--- src/rtl/axi_rd_rr_arbiter.sv ---
// Round-robin arbiter sharing one AXI4 read port (AR + R) between NB_REQ requesters.
// Only one burst is in flight at a time; the beat count is checked against len, and a watchdog recovers a hung burst.
module axi_rd_rr_arbiter #(
  parameter  int NB_REQ     = 3,
  parameter  int ADDR_WIDTH = 32,
  parameter  int DATA_WIDTH = 32,
  parameter  int ID_WIDTH   = 2,
  parameter  int TIMEOUT    = 1023,
  localparam int IDX_W      = $clog2(NB_REQ)
) (
  input  logic                         clk,
  input  logic                         rst_n,
  input  logic [NB_REQ-1:0]            s_ar_valid,
  output logic [NB_REQ-1:0]            s_ar_ready,
  input  logic [NB_REQ*ADDR_WIDTH-1:0] s_ar_addr,
  input  logic [NB_REQ*8-1:0]          s_ar_len,
  input  logic [NB_REQ*ID_WIDTH-1:0]   s_ar_id,
  output logic [NB_REQ-1:0]            s_r_valid,
  input  logic [NB_REQ-1:0]            s_r_ready,
  output logic [DATA_WIDTH-1:0]        s_r_data,
  output logic [1:0]                   s_r_resp,
  output logic                         s_r_last,
  output logic [ID_WIDTH-1:0]          s_r_id,
  output logic                         m_ar_valid,
  input  logic                         m_ar_ready,
  output logic [ADDR_WIDTH-1:0]        m_ar_addr,
  output logic [7:0]                   m_ar_len,
  output logic [ID_WIDTH+IDX_W-1:0]    m_ar_id,
  input  logic                         m_r_valid,
  output logic                         m_r_ready,
  input  logic [DATA_WIDTH-1:0]        m_r_data,
  input  logic [1:0]                   m_r_resp,
  input  logic                         m_r_last,
  input  logic [ID_WIDTH+IDX_W-1:0]    m_r_id,
  output logic [IDX_W-1:0]             grant_o,
  output logic                         busy_o,
  output logic                         err_o,
  output logic                         timeout_o
);

  localparam int               WD_W   = (TIMEOUT > 1) ? $clog2(TIMEOUT + 1) : 1;
  localparam int               WD_LIM = (TIMEOUT > 0) ? TIMEOUT - 1 : 0;
  localparam logic [IDX_W:0]   NREQ_W = (IDX_W+1)'(NB_REQ);
  localparam logic [IDX_W-1:0] LAST_I = IDX_W'(NB_REQ - 1);

  typedef enum logic [1:0] {IDLE, ADDR, DATA} state_t;

  typedef struct packed {
    logic [ADDR_WIDTH-1:0] addr;
    logic [7:0]            len;
    logic [ID_WIDTH-1:0]   id;
  } ar_req_t;

  state_t             state, state_nxt;
  ar_req_t            req_q, ar_in;
  logic [IDX_W-1:0]   rr_ptr, grant, grant_inc, sel, sel_off;
  logic [IDX_W:0]     sel_sum;
  logic               sel_vld, arb_en, ar_hs, r_hs, wd_hit, in_data;
  logic [2*NB_REQ-1:0] vld_dbl;
  logic [NB_REQ-1:0]  vld_rot;
  logic [8:0]         beat_cnt;
  logic [8:0]         len9;
  logic [WD_W-1:0]    wd_cnt;
  logic               unused_rid;

  // Rotate valids so bit 0 is the requester at rr_ptr; the lowest set bit wins.
  assign vld_dbl = {s_ar_valid, s_ar_valid} >> rr_ptr;
  assign vld_rot = vld_dbl[NB_REQ-1:0];

  always_comb begin
    sel_vld = 1'b0;
    sel_off = '0;
    for (int k = NB_REQ - 1; k >= 0; k--) begin
      if (vld_rot[k]) begin
        sel_vld = 1'b1;
        sel_off = IDX_W'(k);
      end
    end
  end

  assign sel_sum   = {1'b0, rr_ptr} + {1'b0, sel_off};
  assign sel       = (sel_sum >= NREQ_W) ? IDX_W'(sel_sum - NREQ_W) : IDX_W'(sel_sum);
  assign grant_inc = (grant == LAST_I) ? '0 : grant + 1'b1;

  // arb_en keeps AR ready low for the first cycle after reset release.
  assign ar_hs   = (state == IDLE) && arb_en && sel_vld;
  assign in_data = (state == DATA);
  assign r_hs    = in_data && m_r_valid && m_r_ready;
  assign wd_hit  = (TIMEOUT != 0) && (state != IDLE) && (wd_cnt == WD_W'(WD_LIM));
  assign len9    = {1'b0, req_q.len};

  always_comb begin
    ar_in      = '0;
    s_ar_ready = '0;
    s_r_valid  = '0;
    m_r_ready  = 1'b0;
    for (int i = 0; i < NB_REQ; i++) begin
      if (sel == IDX_W'(i)) begin
        ar_in.addr    = s_ar_addr[i*ADDR_WIDTH +: ADDR_WIDTH];
        ar_in.len     = s_ar_len[i*8 +: 8];
        ar_in.id      = s_ar_id[i*ID_WIDTH +: ID_WIDTH];
        s_ar_ready[i] = ar_hs;
      end
      if (grant == IDX_W'(i)) begin
        s_r_valid[i] = in_data && m_r_valid;
        m_r_ready    = in_data && s_r_ready[i];
      end
    end
  end

  assign m_ar_valid = (state == ADDR);
  assign m_ar_addr  = req_q.addr;
  assign m_ar_len   = req_q.len;
  assign m_ar_id    = {grant, req_q.id};
  assign s_r_data   = in_data ? m_r_data : '0;
  assign s_r_resp   = in_data ? m_r_resp : '0;
  assign s_r_last   = in_data && m_r_last;
  assign s_r_id     = in_data ? m_r_id[ID_WIDTH-1:0] : '0;
  assign grant_o    = grant;
  assign busy_o     = (state != IDLE);
  // Routing relies on the registered grant, so the index bits echoed on R are ignored.
  assign unused_rid = ^m_r_id;

  always_ff @(posedge clk or negedge rst_n) begin
    if (!rst_n) state <= IDLE;
    else        state <= state_nxt;
  end

  always_comb begin
    state_nxt = state;
    case (state)
      IDLE: if (ar_hs) state_nxt = ADDR;
      ADDR: begin
        if (m_ar_ready)  state_nxt = DATA;
        else if (wd_hit) state_nxt = IDLE;
      end
      DATA: begin
        if (r_hs && m_r_last) state_nxt = IDLE;
        else if (wd_hit)      state_nxt = IDLE;
      end
      default: state_nxt = IDLE;
    endcase
  end

  always_ff @(posedge clk or negedge rst_n) begin
    if (!rst_n) begin
      arb_en    <= 1'b0;
      req_q     <= '0;
      rr_ptr    <= '0;
      grant     <= '0;
      beat_cnt  <= '0;
      wd_cnt    <= '0;
      err_o     <= 1'b0;
      timeout_o <= 1'b0;
    end else begin
      arb_en <= 1'b1;
      case (state)
        IDLE: begin
          wd_cnt <= '0;
          if (ar_hs) begin
            req_q <= ar_in;
            grant <= sel;
          end
        end
        ADDR: begin
          wd_cnt <= wd_cnt + 1'b1;
          if (m_ar_ready) begin
            beat_cnt <= '0;
          end else if (wd_hit) begin
            timeout_o <= 1'b1;
            rr_ptr    <= grant_inc;
          end
        end
        DATA: begin
          wd_cnt <= wd_cnt + 1'b1;
          if (r_hs) begin
            if (beat_cnt != '1) beat_cnt <= beat_cnt + 1'b1;
            // Last too early/late, or a beat beyond len with no last yet.
            if (m_r_last ? (beat_cnt != len9) : (beat_cnt >= len9)) err_o <= 1'b1;
          end
          if (r_hs && m_r_last) begin
            rr_ptr <= grant_inc;
          end else if (wd_hit) begin
            timeout_o <= 1'b1;
            rr_ptr    <= grant_inc;
          end
        end
        default: ;
      endcase
    end
  end

endmodule
--- config.mk ---
export PLATFORM = sky130hd
export DESIGN_NAME = axi_rd_rr_arbiter
export DESIGN_NICKNAME = d
export VERILOG_FILES = /design/src/rtl/axi_rd_rr_arbiter.sv
export SDC_FILE = /design/constraint.sdc
export NUM_CORES = 1
export LEC_CHECK = 0
export BUFFER_PORTS_ARGS = -buffer_cell sky130_fd_sc_hd__clkbuf_2
export CAP_MARGIN = 15
export CORE_MARGIN = 2
export CORE_UTILIZATION = 45
export CTS_BUF_LIST = sky130_fd_sc_hd__clkbuf_16
export CTS_CLUSTER_DIAMETER = 150
export DETAILED_ROUTE_END_ITERATION = 12
export PLACE_DENSITY = 0.79
export SYNTH_ARGS = -nofsm -noshare
export SYNTH_HDL_FRONTEND = slang
export SYNTH_SLANG_ARGS = --single-unit
--- constraint.sdc ---
create_clock -name clk -period 3.6 [get_ports clk]
set_input_delay 0.54 -clock clk [delete_from_list [all_inputs] [get_ports clk]]
set_output_delay 0.54 -clock clk [all_outputs]
set_load 0.03 [all_outputs]
### Word-level counts from Yosys, hierarchy flattened

Index checks and enable logic that the tools add are counted.

| operators by class | value |
|---|---|
| add/subtract/negate cells | 5 |
| order comparisons | 2 |
| eq/ne operators | 15 |
| shift-type cells | 1 |
| mux-type cells | 42 |
| reduce and logical (&&, ||, !) cells | 22 |

Operator list:

| operator | number |
|---|---|
| two-way mux 42 bit | 3 |
| two-way mux 32 bit | 1 |
| two-way mux 2 bit | 14 |
| two-way mux 9 bit | 3 |
| case mux 10 bit (2 select lines) | 1 |
| case mux 9 bit (2 select lines) | 1 |
| two-way mux 1 bit | 16 |
| adder 10 x 1 -> 10 bit (second input constant) | 1 |
| equality test 10 bit (second input constant) | 1 |
| logical AND 1 bit | 10 |
| adder 9 x 1 -> 9 bit (second input constant) | 1 |
| greater-or-equal comparator 9 x 8 -> 1 bit | 1 |
| inequality test 9 x 8 -> 1 bit | 1 |
| inequality test 9 bit (second input constant) | 1 |
| inequality test 2 bit (second input constant) | 4 |
| equality test 2 x 1 -> 1 bit (second input constant) | 3 |
| equality test 2 bit (second input constant) | 3 |
| logical NOT 2 bit | 3 |
| case mux 2 bit (3 select lines) | 1 |
| AND reduction 3 bit | 2 |
| nonzero test 2 bit | 3 |
| >> shifter 6 x 2 -> 3 bit | 1 |
| inequality test 2 x 1 -> 1 bit (second input constant) | 2 |
| case mux 2 bit (2 select lines) | 1 |
| 8 further kinds | 9 |

| word-level totals | value |
|---|---|
| flip-flop bits (word level) | 70 |
| input port bits | 175 |
| output and inout port bits | 94 |

### Logic depth before layout (Yosys ltp)

| depth | value |
|---|---|
| depth in word-level cells | 11 |
| mapped depth | 16 |
| mapped depth without buffers | 13 |

### Worst setup path before layout

Ideal clock, no wire load.

| timing path | value |
|---|---|
| path kind | input port to output port |
| start | in s_ar_valid[1] |
| end | out s_ar_ready[0] |
| data arrival time | 3.147 ns |
| required time | 3.060 ns |
| path slack | -0.087 ns |
| stages on the path | 13 |
| buffers on the path | 2 |
| path through | buf_4 nand2b_1 o22ai_1 nor2_1 a21oi_1 ha_1 inv_1 fa_1 inv_1 ha_1 o21ai_2 buf_2 nor2b_1 |

| between the ends | value |
|---|---|
| word-level cells in the longest chain between the ends | 9 |
| elaborated cells on any way between the ends | 14 |
| classes of those cells | 2 x add/sub; 1 x order compare; 1 x shift; 8 x mux; 2 x reduce/logical |

RTL lines:

| what | line | source |
|---|---|---|
| start, declared | 13 | `input logic [NB_REQ-1:0] s_ar_valid,` |
| >> shifter 6 x 2 -> 3 bit (*) | 67 | `assign vld_dbl = {s_ar_valid, s_ar_valid} >> rr_ptr;` |
| two-way mux 2 bit (3 in series) | 74 | `if (vld_rot[k]) begin` |
| adder 2 x 2 -> 3 bit | 81 | `assign sel_sum = {1'b0, rr_ptr} + {1'b0, sel_off};` |
| greater-or-equal comparator 3 x 2 -> 1 bit / subtractor 2 bit (equally long branches) | 82 | `assign sel = (sel_sum >= NREQ_W) ? IDX_W'(sel_sum - NREQ_W) : IDX_W'(sel_sum);` |
| two-way mux 2 bit | 82 |  |
| logical NOT 2 bit | 98 | `if (sel == IDX_W'(i)) begin` |
| two-way mux 1 bit (*) | 98 |  |
| end, declared | 14 | `output logic [NB_REQ-1:0] s_ar_ready,` |

Mark *: on every way between the ends. The rest lies on a longest branch, timed or not.

### Worst setup path in the final report

| timing path | value |
|---|---|
| start | reg rr_ptr[0] |
| end | out s_ar_ready[1] |

| between the ends | value |
|---|---|
| word-level cells in the longest chain between the ends | 9 |
| elaborated cells on any way between the ends | 14 |
| classes of those cells | 2 x add/sub; 1 x order compare; 1 x eq/ne; 1 x shift; 8 x mux; 1 x reduce/logical |

RTL lines:

| what | line | source |
|---|---|---|
| start, declared | 56 | `logic [IDX_W-1:0] rr_ptr, grant, grant_inc, sel, sel_off;` |
| start signal, assigned | 171 | `rr_ptr <= grant_inc;` |
| start signal, assigned | 182 | `rr_ptr <= grant_inc;` |
| start signal, assigned | 185 | `rr_ptr <= grant_inc;` |
| >> shifter 6 x 2 -> 3 bit | 67 |  |
| two-way mux 2 bit (3 in series) | 74 |  |
| adder 2 x 2 -> 3 bit | 81 |  |
| greater-or-equal comparator 3 x 2 -> 1 bit / subtractor 2 bit (equally long branches) | 82 |  |
| two-way mux 2 bit | 82 |  |
| equality test 2 x 1 -> 1 bit | 98 |  |
| two-way mux 1 bit (*) | 98 |  |

Marked as above.

==> results_dict.tcl <==
set metrics [dict create \
    status "completed" \
    ant_nets 0 \
    routed_wl_um 15200 \
    setup_viol 0 \
    synthFlopType "dfrtp_1" \
    max_freq_ghz 0.285 \
    period_needed_ns 3.51 \
    io_pins 269 \
    cts_tree "done" \
    track_usage_pct 25.9 \
    worst_ep_arrival_time_ns 2.97 \
    cts-root-buf "clkbuf_16" \
    path_max_fanout 7 \
    seq_area_frac_synth_pct 36.0 \
    dp_hpwl_um 11500 \
    drtPass1Iterations 5 \
    layout_commonest_cell "clkbuf_2" \
    drtIter0Drc 175 \
    cp-start-kind "flop" \
    fin_cells 921 \
    synth_top_cell_area_share_pct 36.0 \
    syn_area_per_cell_um2 9.21 \
    cp.required_ns 3.06 \
    place_congestion 0.835 \
    numCtsBuffers 9 \
    routed.top_layer "met4" \
    clk_pin_slew_worst_paths_ns 0.06 \
    slew_headroom_pct 39.8 \
    synth_top_area_cell "dfrtp_1" \
    grt_max_degree 71 \
    nets 974 \
    clk_path_buf_depth 2 \
    mostFrequentLayoutCells "262 x clkbuf_2, 69 x dfrtp_1, 52 x nand2_1" \
    end_kind "output pin" \
    drc 0 \
    portBuffers 266 \
    yosys_warnings 0 \
    post_drt_via_cell_ratio 5.52 \
    regToRegStartpoint "rr_ptr[0]$_DFFE_PN0P_" \
    critPathKind "flop to output pin" \
    drv_slew 0 \
    clkSinkCount 70 \
    post-route-period-util_pct 97.5 \
    postSynthCellCount 528 \
    worst_pin_slew_ns 0.903 \
    powerDensity_mw_per_mm2 987 \
    fin_setup_tns_ns 0 \
    h-tree-depth 3 \
    num-fill-cells 900 \
    std_cell_rows 37 \
    maxCapViolCount 0 \
    async_reset_ff_share_pct 100 \
    grt_pass1_vias 5049 \
    ys_types 67 \
    wire_per_inst_um 16.5 \
    crit_start "rr_ptr[0]$_DFFE_PN0P_" \
    wirelength_met1_um 5710 \
    hold_path.class "input port to asynchronous set/reset pin" \
    syn_to_final_growth_pct 36.0 \
    vdd_drop_max_mv 0.859 \
    wl_met2_um 8160 \
    finClkSkew_ns 0.00540 \
    cts.hold.buffers_added 0 \
    rsz0062_at_grt "true" \
    antennaDiodeCount 0 \
    route.met3.wl_um 1060 \
    clock_latency_ns 0.33 \
    coreArea_mm2 0.0104 \
    synth_edf_count 0 \
    grt-ovfl-total 0 \
    hold_viol 0 \
    antenna_found_initial 0 \
    vias 5081 \
    drive_above_1_share_pct 41.9 \
    leakagePower_nw 3.45 \
    place_inst 904 \
    die_h_um 108 \
    fin_util_pct 63.5 \
    ys_seq_elements 70 \
    synthTopCellsByArea "dfrtp_1 36%, mux2i_1 9.5%, and2_1 5.3%" \
    dieArea_mm2 0.0116 \
    die_w_um 108 \
    grt_pass1_wl_um 23700 \
    syn_nets 722 \
    start_util_pct 46.7 \
    whs_ns 0.415 \
    syn_area_mm2 0.00486 \
    power_w 0.00653 \
]
final cells by class:
| class | instances | area, um^2 | share of cell area [%] |
|---|---|---|---|
| clock buffers | 9 | 225 | 3.41 |
| repair buffers | 277 | 1470 | 22.2 |
| inverters | 42 | 158 | 2.38 |
| flip-flops and latches | 70 | 1750 | 26.5 |
| clock inverters | 7 | 32.5 | 0.492 |
| well taps | 136 | 170 | 2.57 |
| multi-input cells | 380 | 2810 | 42.5 |
cell usage after synthesis (all sizes together), types with 4 or more instances:
cell type  number
o31ai           6
mux2i          46
o21a            5
buf            23
clkbuf         13
nand2b          6
mux2            4
o22ai           4
nand3          16
o221ai         22
o21ai          39
nand3b          5
ha             18
nand2          53
inv            42
a31oi           4
and2           41
a22oi          21
o211ai          4
nor3            6
dfrtp          70
nor2           10
nor2b           8
a21oi           8
where the power goes:
| part | switching, W | internal, W |
|---|---|---|
| Clock | 0.000337 | 0.000455 |
| Combinational | 0.00258 | 0.00177 |
| Sequential | 0.000291 | 0.00109 |
| Total | 0.00321 | 0.00331 |
cell families (layout without fill, tap and decap cells):
group / count (synthesis) / after routing / synth area share (%)
compound gates: 136 / 136 / 21.5
fa+ha+maj: 19 / 19 / 5.05
buf+inv: 78 / 335 / 7.46
flops: 70 / 70 / 36.0
mux: 50 / 50 / 10.5
other cells: 1 / 1 / 0.0771
simple gates: 174 / 174 / 19.4
final timing paths:
path,endpoint,slack (ns),depth (start not counted)
setup / recovery,s_ar_ready[1],0.09,13
hold / removal,m_ar_addr[16]$_DFFE_PN0P_,0.41,2
setup reg to reg,m_ar_len[1]$_DFFE_PN0P_,0.52,14
hold reg to reg,timeout_o$_DFFE_PN0P_,0.47,1
max in group asynchronous,rr_ptr[0]$_DFFE_PN0P_,2.53,2
min in group clk,m_ar_addr[3]$_DFFE_PN0P_,0.44,3
timing repair:
item	in CTS	in global routing
setup endpoints to repair	3	3
pin swaps	1	6
endpoints found under the hold margin	0	0
buffers inserted	1	0
gates resized for setup	5	23
sequential cells by signal (all words and copies together), names as in the netlist:
| register | flops |
|---|---|
| state | 2 |
| m_ar_id | 2 |
| arb_en | 1 |
| wd_cnt | 10 |
| m_ar_addr | 32 |
| beat_cnt | 9 |
| err_o | 1 |
| timeout_o | 1 |
| rr_ptr | 2 |
| m_ar_len | 8 |
| grant_o | 2 |
critical path, stage by stage, from the launching register on:
cell	delay [ns]
dfrtp_2	0.44
nand2_2	0.07
o22ai_1	0.12
nor2_1	0.06
a21oi_1	0.15
ha_2	0.20
inv_2	0.04
fa_2	0.60
inv_2	0.05
ha_4	0.21
or3_4	0.32
a21o_4	0.21
inv_2	0.05
buf_8	0.12
metal layers:
layer	up-vias	global-route usage (%)
met3	25	5.36
met4	0	10.1
met2	233	47.8
li1	2415	-
met5	-	0
met1	2408	29.0
metrics by stage:
step,area (um^2),worst slack (ns)
floorplan,4860,0.0476
global placement,6270,0.0468
detailed placement,6270,-0.0193
CTS,6560,-0.00147
global route,6610,-0.0268
finish,6610,0.0883
Note: power is estimated with default switching activity, not from simulation.
